`config.mk`:
```
export PLATFORM = sky130hd
export DESIGN_NAME = cond_ctrl
export DESIGN_NICKNAME = d
export VERILOG_FILES = /design/src/rtl/cond_ctrl_pkg.sv /design/src/rtl/cond_ctrl_eval.sv /design/src/rtl/cond_ctrl.sv
export SDC_FILE = /design/constraint.sdc
export NUM_CORES = 1
export LEC_CHECK = 0
export CORE_MARGIN = 10
export CORE_UTILIZATION = 48
export CTS_BUF_LIST = sky130_fd_sc_hd__clkbuf_4
export CTS_CLUSTER_DIAMETER = 30
export DETAILED_ROUTE_END_ITERATION = 10
export PLACE_DENSITY_LB_ADDON = 0.08
export SKIP_CTS_REPAIR_TIMING = 1
export SYNTH_ARGS = -nofsm -noshare
export SYNTH_HDL_FRONTEND = slang
export SYNTH_SLANG_ARGS = --single-unit
```
`constraint.sdc`:
```
create_clock -name clk -period 3.4 [get_ports clk]
set_input_delay 0.68 -clock clk [delete_from_list [all_inputs] [get_ports clk]]
set_output_delay 0.68 -clock clk [all_outputs]
set_load 0.01 [all_outputs]
```
`src/rtl/cond_ctrl_pkg.sv`:
```
// Shared types and constants for the conditional-execution control block.
// Flag layout {Q,N,Z,C,V}, ARM condition codes, controller state encoding.
package cond_ctrl_pkg;

  localparam int ALU_FLAGS_WIDTH = 5;

  localparam int FLAG_Q = 4;
  localparam int FLAG_N = 3;
  localparam int FLAG_Z = 2;
  localparam int FLAG_C = 1;
  localparam int FLAG_V = 0;

  typedef enum logic [3:0] {
    EQ = 4'h0,
    NE = 4'h1,
    CS = 4'h2,
    CC = 4'h3,
    MI = 4'h4,
    PL = 4'h5,
    VS = 4'h6,
    VC = 4'h7,
    HI = 4'h8,
    LS = 4'h9,
    GE = 4'hA,
    LT = 4'hB,
    GT = 4'hC,
    LE = 4'hD,
    AL = 4'hE,
    NV = 4'hF
  } cond_e;

  typedef enum logic [1:0] {
    IDLE   = 2'd0,
    BUSY   = 2'd1,
    SQUASH = 2'd2
  } state_e;

endpackage

```
`src/rtl/cond_ctrl_eval.sv`:
```
// Combinational ARM condition evaluator over the N,Z,C,V flags.
// Code 1111 never passes and is flagged as undefined.
module cond_eval
  import cond_ctrl_pkg::*;
(
  input  logic [3:0] Cond,
  input  logic [3:0] Flags,
  output logic       CondEx,
  output logic       undef
);

  logic n, z, c, v;

  assign n = Flags[FLAG_N];
  assign z = Flags[FLAG_Z];
  assign c = Flags[FLAG_C];
  assign v = Flags[FLAG_V];

  always_comb begin
    CondEx = 1'b0;
    undef  = 1'b0;
    unique case (cond_e'(Cond))
      EQ: CondEx = z;
      NE: CondEx = ~z;
      CS: CondEx = c;
      CC: CondEx = ~c;
      MI: CondEx = n;
      PL: CondEx = ~n;
      VS: CondEx = v;
      VC: CondEx = ~v;
      HI: CondEx = c & ~z;
      LS: CondEx = ~c | z;
      GE: CondEx = (n == v);
      LT: CondEx = (n != v);
      GT: CondEx = ~z & (n == v);
      LE: CondEx = z | (n != v);
      AL: CondEx = 1'b1;
      NV: undef  = 1'b1;
      default: CondEx = 1'b0;
    endcase
  end

endmodule

```
`src/rtl/cond_ctrl.sv`:
```
// Execute-stage condition gating, flag register and multi-cycle sequencing.
// Build option: COND_CTRL_SAT_FLAG_EN makes Q a sticky saturation flag.
module cond_ctrl
  import cond_ctrl_pkg::*;
(
  input  logic                       clk,
  input  logic                       reset,
  input  logic                       ex_valid,
  input  logic                       ex_stall,
  input  logic [3:0]                 Cond,
  input  logic [1:0]                 FlagsWrite,
  input  logic [ALU_FLAGS_WIDTH-1:0] ALUFlags,
  input  logic                       RegWriteE,
  input  logic                       MemWriteE,
  input  logic                       PCSrcE,
  input  logic                       ex_multi,
  input  logic                       mc_done,
  output logic                       RegWriteG,
  output logic                       MemWriteG,
  output logic                       PCSrcG,
  output logic [ALU_FLAGS_WIDTH-1:0] Flags,
  output logic                       stall_ex,
  output logic                       flush_fd,
  output logic                       cond_undef
);

  state_e state, state_n;

  logic       condex, undef, issue;
  logic       flags_we, lat_ld;
  logic [1:0] fw_sel;
  logic       lat_pass, lat_rw;
  logic [1:0] lat_fw;
  logic [ALU_FLAGS_WIDTH-1:0] nf;

  cond_eval u_eval (
    .Cond   (Cond),
    .Flags  (Flags[3:0]),
    .CondEx (condex),
    .undef  (undef)
  );

  assign issue      = (state == IDLE) & ex_valid & ~ex_stall;
  assign cond_undef = (state == IDLE) & ex_valid & undef;

  always_comb begin
    state_n   = state;
    RegWriteG = 1'b0;
    MemWriteG = 1'b0;
    PCSrcG    = 1'b0;
    stall_ex  = 1'b0;
    flush_fd  = 1'b0;
    flags_we  = 1'b0;
    fw_sel    = FlagsWrite;
    lat_ld    = 1'b0;
    unique case (state)
      IDLE: begin
        if (issue && condex) begin
          if (ex_multi) begin
            state_n = BUSY;
            lat_ld  = 1'b1;
          end else begin
            RegWriteG = RegWriteE;
            MemWriteG = MemWriteE;
            PCSrcG    = PCSrcE;
            flags_we  = 1'b1;
            if (PCSrcE) begin
              flush_fd = 1'b1;
              state_n  = SQUASH;
            end
          end
        end
      end
      BUSY: begin
        if (mc_done) begin
          RegWriteG = lat_rw & lat_pass;
          flags_we  = lat_pass;
          fw_sel    = lat_fw;
          state_n   = IDLE;
        end else begin
          stall_ex = 1'b1;
        end
      end
      SQUASH: state_n = IDLE;
      default: state_n = IDLE;
    endcase
  end

  always_comb begin
    nf = Flags;
    if (fw_sel[1]) begin
      nf[FLAG_N] = ALUFlags[FLAG_N];
      nf[FLAG_Z] = ALUFlags[FLAG_Z];
    end
    if (fw_sel[0]) begin
      nf[FLAG_C] = ALUFlags[FLAG_C];
      nf[FLAG_V] = ALUFlags[FLAG_V];
    end
`ifdef COND_CTRL_SAT_FLAG_EN
    nf[FLAG_Q] = Flags[FLAG_Q] | (fw_sel[1] & ALUFlags[FLAG_Q]);
`else
    nf[FLAG_Q] = 1'b0 & ALUFlags[FLAG_Q];
`endif
  end

  always_ff @(posedge clk) begin
    if (reset) begin
      state    <= IDLE;
      Flags    <= '0;
      lat_pass <= 1'b0;
      lat_rw   <= 1'b0;
      lat_fw   <= 2'b00;
    end else begin
      state <= state_n;
      if (flags_we)
        Flags <= nf;
      if (lat_ld) begin
        lat_pass <= condex;
        lat_rw   <= RegWriteE;
        lat_fw   <= FlagsWrite;
      end
    end
  end

endmodule

```
==> flow_summary.yaml <==
pwr:
  p_leak_nw: 0.5624
  p_int_w: 0.0002106
  p_switching_w: 0.00007513
  combPwrFrac_pct: 28.0
  pwr-share-seq_pct: 42.7
  clockPowerShare_pct: 29.3
  irDropWorstVdd_mv: 0.2043
  power_density_nw_per_um2: 239.8
  power_switching_share_pct: 26.30
place:
  dp.cells: 134
  placed_area_um2: 1125
  place.gp.congestion: 0.8223
  io_buffer_count: 28
  dp_hpwl_um: 1608
  place_ws_ns: -0.1227
cells_and_area:
  syn_to_final_growth_pct: 47.60
  fin_cells: 140
  final_area_um2: 1191
  drive_gt1_share_pct: 19.35
  fin_nets: 145
  diodes: 0
yosys:
  avgSynthCellArea_um2: 9.171
  synthArstFlopShare_pct: 0
  synth_edf_count: 0
  synth-seq-cells: 10
  yosysUniqueCellTypes: 39
  synth-seq-area-share_pct: 24.81
  netlist_area_um2: 807.0
  synth_warnings: 0
  syn_nets: 108
  synth_flop_cell: "dfxtp_1"
  syn-instance-count: 88
routing:
  via_per_inst: 5.443
  drc: 0
  dr.pass1.iters: 4
  drt_iter0_markers: 17
  routed_wl_um: 2063
  drtAntennaViolNets: 0
  detail_route.wl_per_cell_um: 14.74
  route.vias.total: 762
job:
  max_cap_violations: 0
critical_path:
  cp.arrival_ns: 2.66
  r2r_cells: 7
  crit_chain: "clkdlybuf4s50_1 -> mux2i_1 -> xnor2_1 -> mux2i_1 -> o211ai_2 -> and3_2 -> clkdlybuf4s50_1"
  worst_r2r_endpoint: "state[0]"
  worst_setup_path_end_kind: "output pin"
  crit_slowest_cell: "clkdlybuf4s50_1"
  critPathLaunchType: "input port"
  regToRegSetupSlack_ns: 1.47
  cpPeakStageDelay_ns: 0.53
  rr_startpoint: "Flags[0]"
  critPathKind: "input port to output pin"
  critPathRequiredTime_ns: 2.72
  path_max_fanout: 3
worst_hold_path:
  worstHoldStart: "lat_pass"
  worstHoldPathCells: 2
  hold_end: "lat_pass"
  hold_class: "flip-flop to flip-flop"
clock_tree:
  cts-buffers-inserted: 3
  clock_latency_ns: 0.27
  ctsRootBufferMaster: "clkbuf_4"
  path_clk_slew_ns: 0.06
  cts_tree: "done"
  numClockSinks: 10
  clockBufferDepth: 2
  htreeDepth: 1
timing:
  fmax_mhz: 299.7
  period_minus_slack_ns: 3.337
  finalHoldViolations: 0
  post-route-period-util_pct: 98.15
  drv_slew: 0
  final.setup.tns_ns: 0
  setup_slack_ns: 0.06299
  holdWs_ns: 0.4623
  skew_ns: 0.006489
  setup_viol: 0
global_route:
  grt_max_degree: 18
  grt_usage_pct: 11.33
  grt_pass1_wl_um: 3325
  antenna_found_initial: 0
  grt_pass1_vias: 709
  gr-total-overflow: 0
die:
  die_w_um: 61.01
  start_util_pct: 52.35
  dieArea_um2: 3722
  die_h_um: 61.01
  row_count: 14
  core-area_um2: 1541
  io_pins: 31
outcome:
  outcome: "complete, no violations"
==> power by group through the flow <==
stage | Sequential, W | Clock [W] | Combinational [W]
after global placement | 0.000125 | 0 | 0.0000737
after detailed placement | 0.000125 | 0 | 0.0000751
after CTS | 0.000122 | 0.0000879 | 0.0000755
after floorplan | 0.000124 | 0 | 0.0000358
after global routing | 0.000122 | 0.0000921 | 0.0000871
final | 0.000122 | 0.0000836 | 0.0000800
==> stage by stage <==
stage	util (%)	power [W]
after global placement	72.97	0.0001982
after global routing	77.27	0.0003016
final	77.27	0.0002857
after floorplan	-	0.0001603
after CTS	74.68	0.0002854
after detailed placement	72.97	0.0001998
==> cell type report <==
| cell class | instances | area (um^2) |
|---|---|---|
| clock buffers | 3 | 22.52 |
| repair buffers | 37 | 362.8 |
| clock inverters | 1 | 3.754 |
| flip-flops and latches | 10 | 200.2 |
| multi-input cells | 73 | 581.8 |
| well taps | 16 | 20.02 |
| fillers | 111 | 350.3 |
==> worst max-delay path, delay by kind of cell <==
kind / cells / cell delay, ns
AOI/OAI and AO/OA: 1 / 0.24
and+or+nand+nor: 1 / 0.20
muxes: 2 / 0.36
buffers and inverters: 2 / 1.03
xor gates and xnor gates: 1 / 0.13
==> synthesized netlist by cell type (2+ instances only) <==
cell	instances	area (um^2)
nand3b_1	3	22.52
xnor2_1	2	17.52
and3_2	3	22.52
buf_4	2	15.01
nor2_1	3	11.26
nor3b_1	3	22.52
nor4b_1	2	17.52
o21ai_1	2	10.01
nand2b_1	15	93.84
nor3_1	2	10.01
and4bb_1	2	25.02
mux2i_1	9	90.09
nor2b_1	2	12.51
a41oi_2	2	32.53
dfxtp_1	10	200.2
nand2_1	3	11.26
==> sequential cells by signal, indices dropped and copies added (netlist names) <==
register	flops
state	2
lat_rw	1
Flags	4
lat_pass	1
lat_fw	2
==> per-layer routing <==
layer  global-route usage (%)  wire length, um
met5                        0                0
met2                    16.45              919
met1                    14.64              978
met3                    3.549              139
met4                    5.643               26
==> cell usage in the layout, fill, tap and decap left out, types with 2 or more instances in the layout <==
cell type / Yosys / final
clkdlybuf4s50_1: 0 / 22
nand2b_1: 15 / 15
dfxtp_1: 10 / 10
mux2i_1: 9 / 9
buf_4: 2 / 9
dlymetal6s2s_1: 0 / 6
nor2_1: 3 / 3
nor3b_1: 3 / 3
nand3b_1: 3 / 3
nand2_1: 3 / 3
clkbuf_4: 0 / 3
xnor2_1: 2 / 2
and4bb_1: 2 / 2
nor3_1: 2 / 2
nor2b_1: 2 / 2
nor4b_1: 2 / 2
and3_2: 3 / 2
o21ai_1: 2 / 2
a41oi_2: 2 / 2
==> worst max-delay path by stage <==
| stage | startpoint | cells past startpoint | slack, ns | endpoint |
|---|---|---|---|---|
| floorplan | Cond[0] | 7 | 0.85 | flush_fd |
| global placement | Cond[2] | 7 | -0.09 | RegWriteG |
| detailed placement | Cond[2] | 7 | -0.12 | RegWriteG |
| CTS | Cond[2] | 7 | -0.14 | RegWriteG |
| global route | Cond[1] | 7 | -0.03 | MemWriteG |
| finish | Cond[1] | 7 | 0.06 | MemWriteG |
==> cells by family after synthesis <==
| family | share of synthesized area (%) |
|---|---|
| other | 0.4647 |
| xor gates and xnor gates | 3.256 |
| muxes | 14.26 |
| buffers and inverters | 4.339 |
| and+or+nand+nor | 39.38 |
| DFF | 24.81 |
| AOI/OAI and AO/OA | 13.49 |
Power figures use the tool's default switching activity.
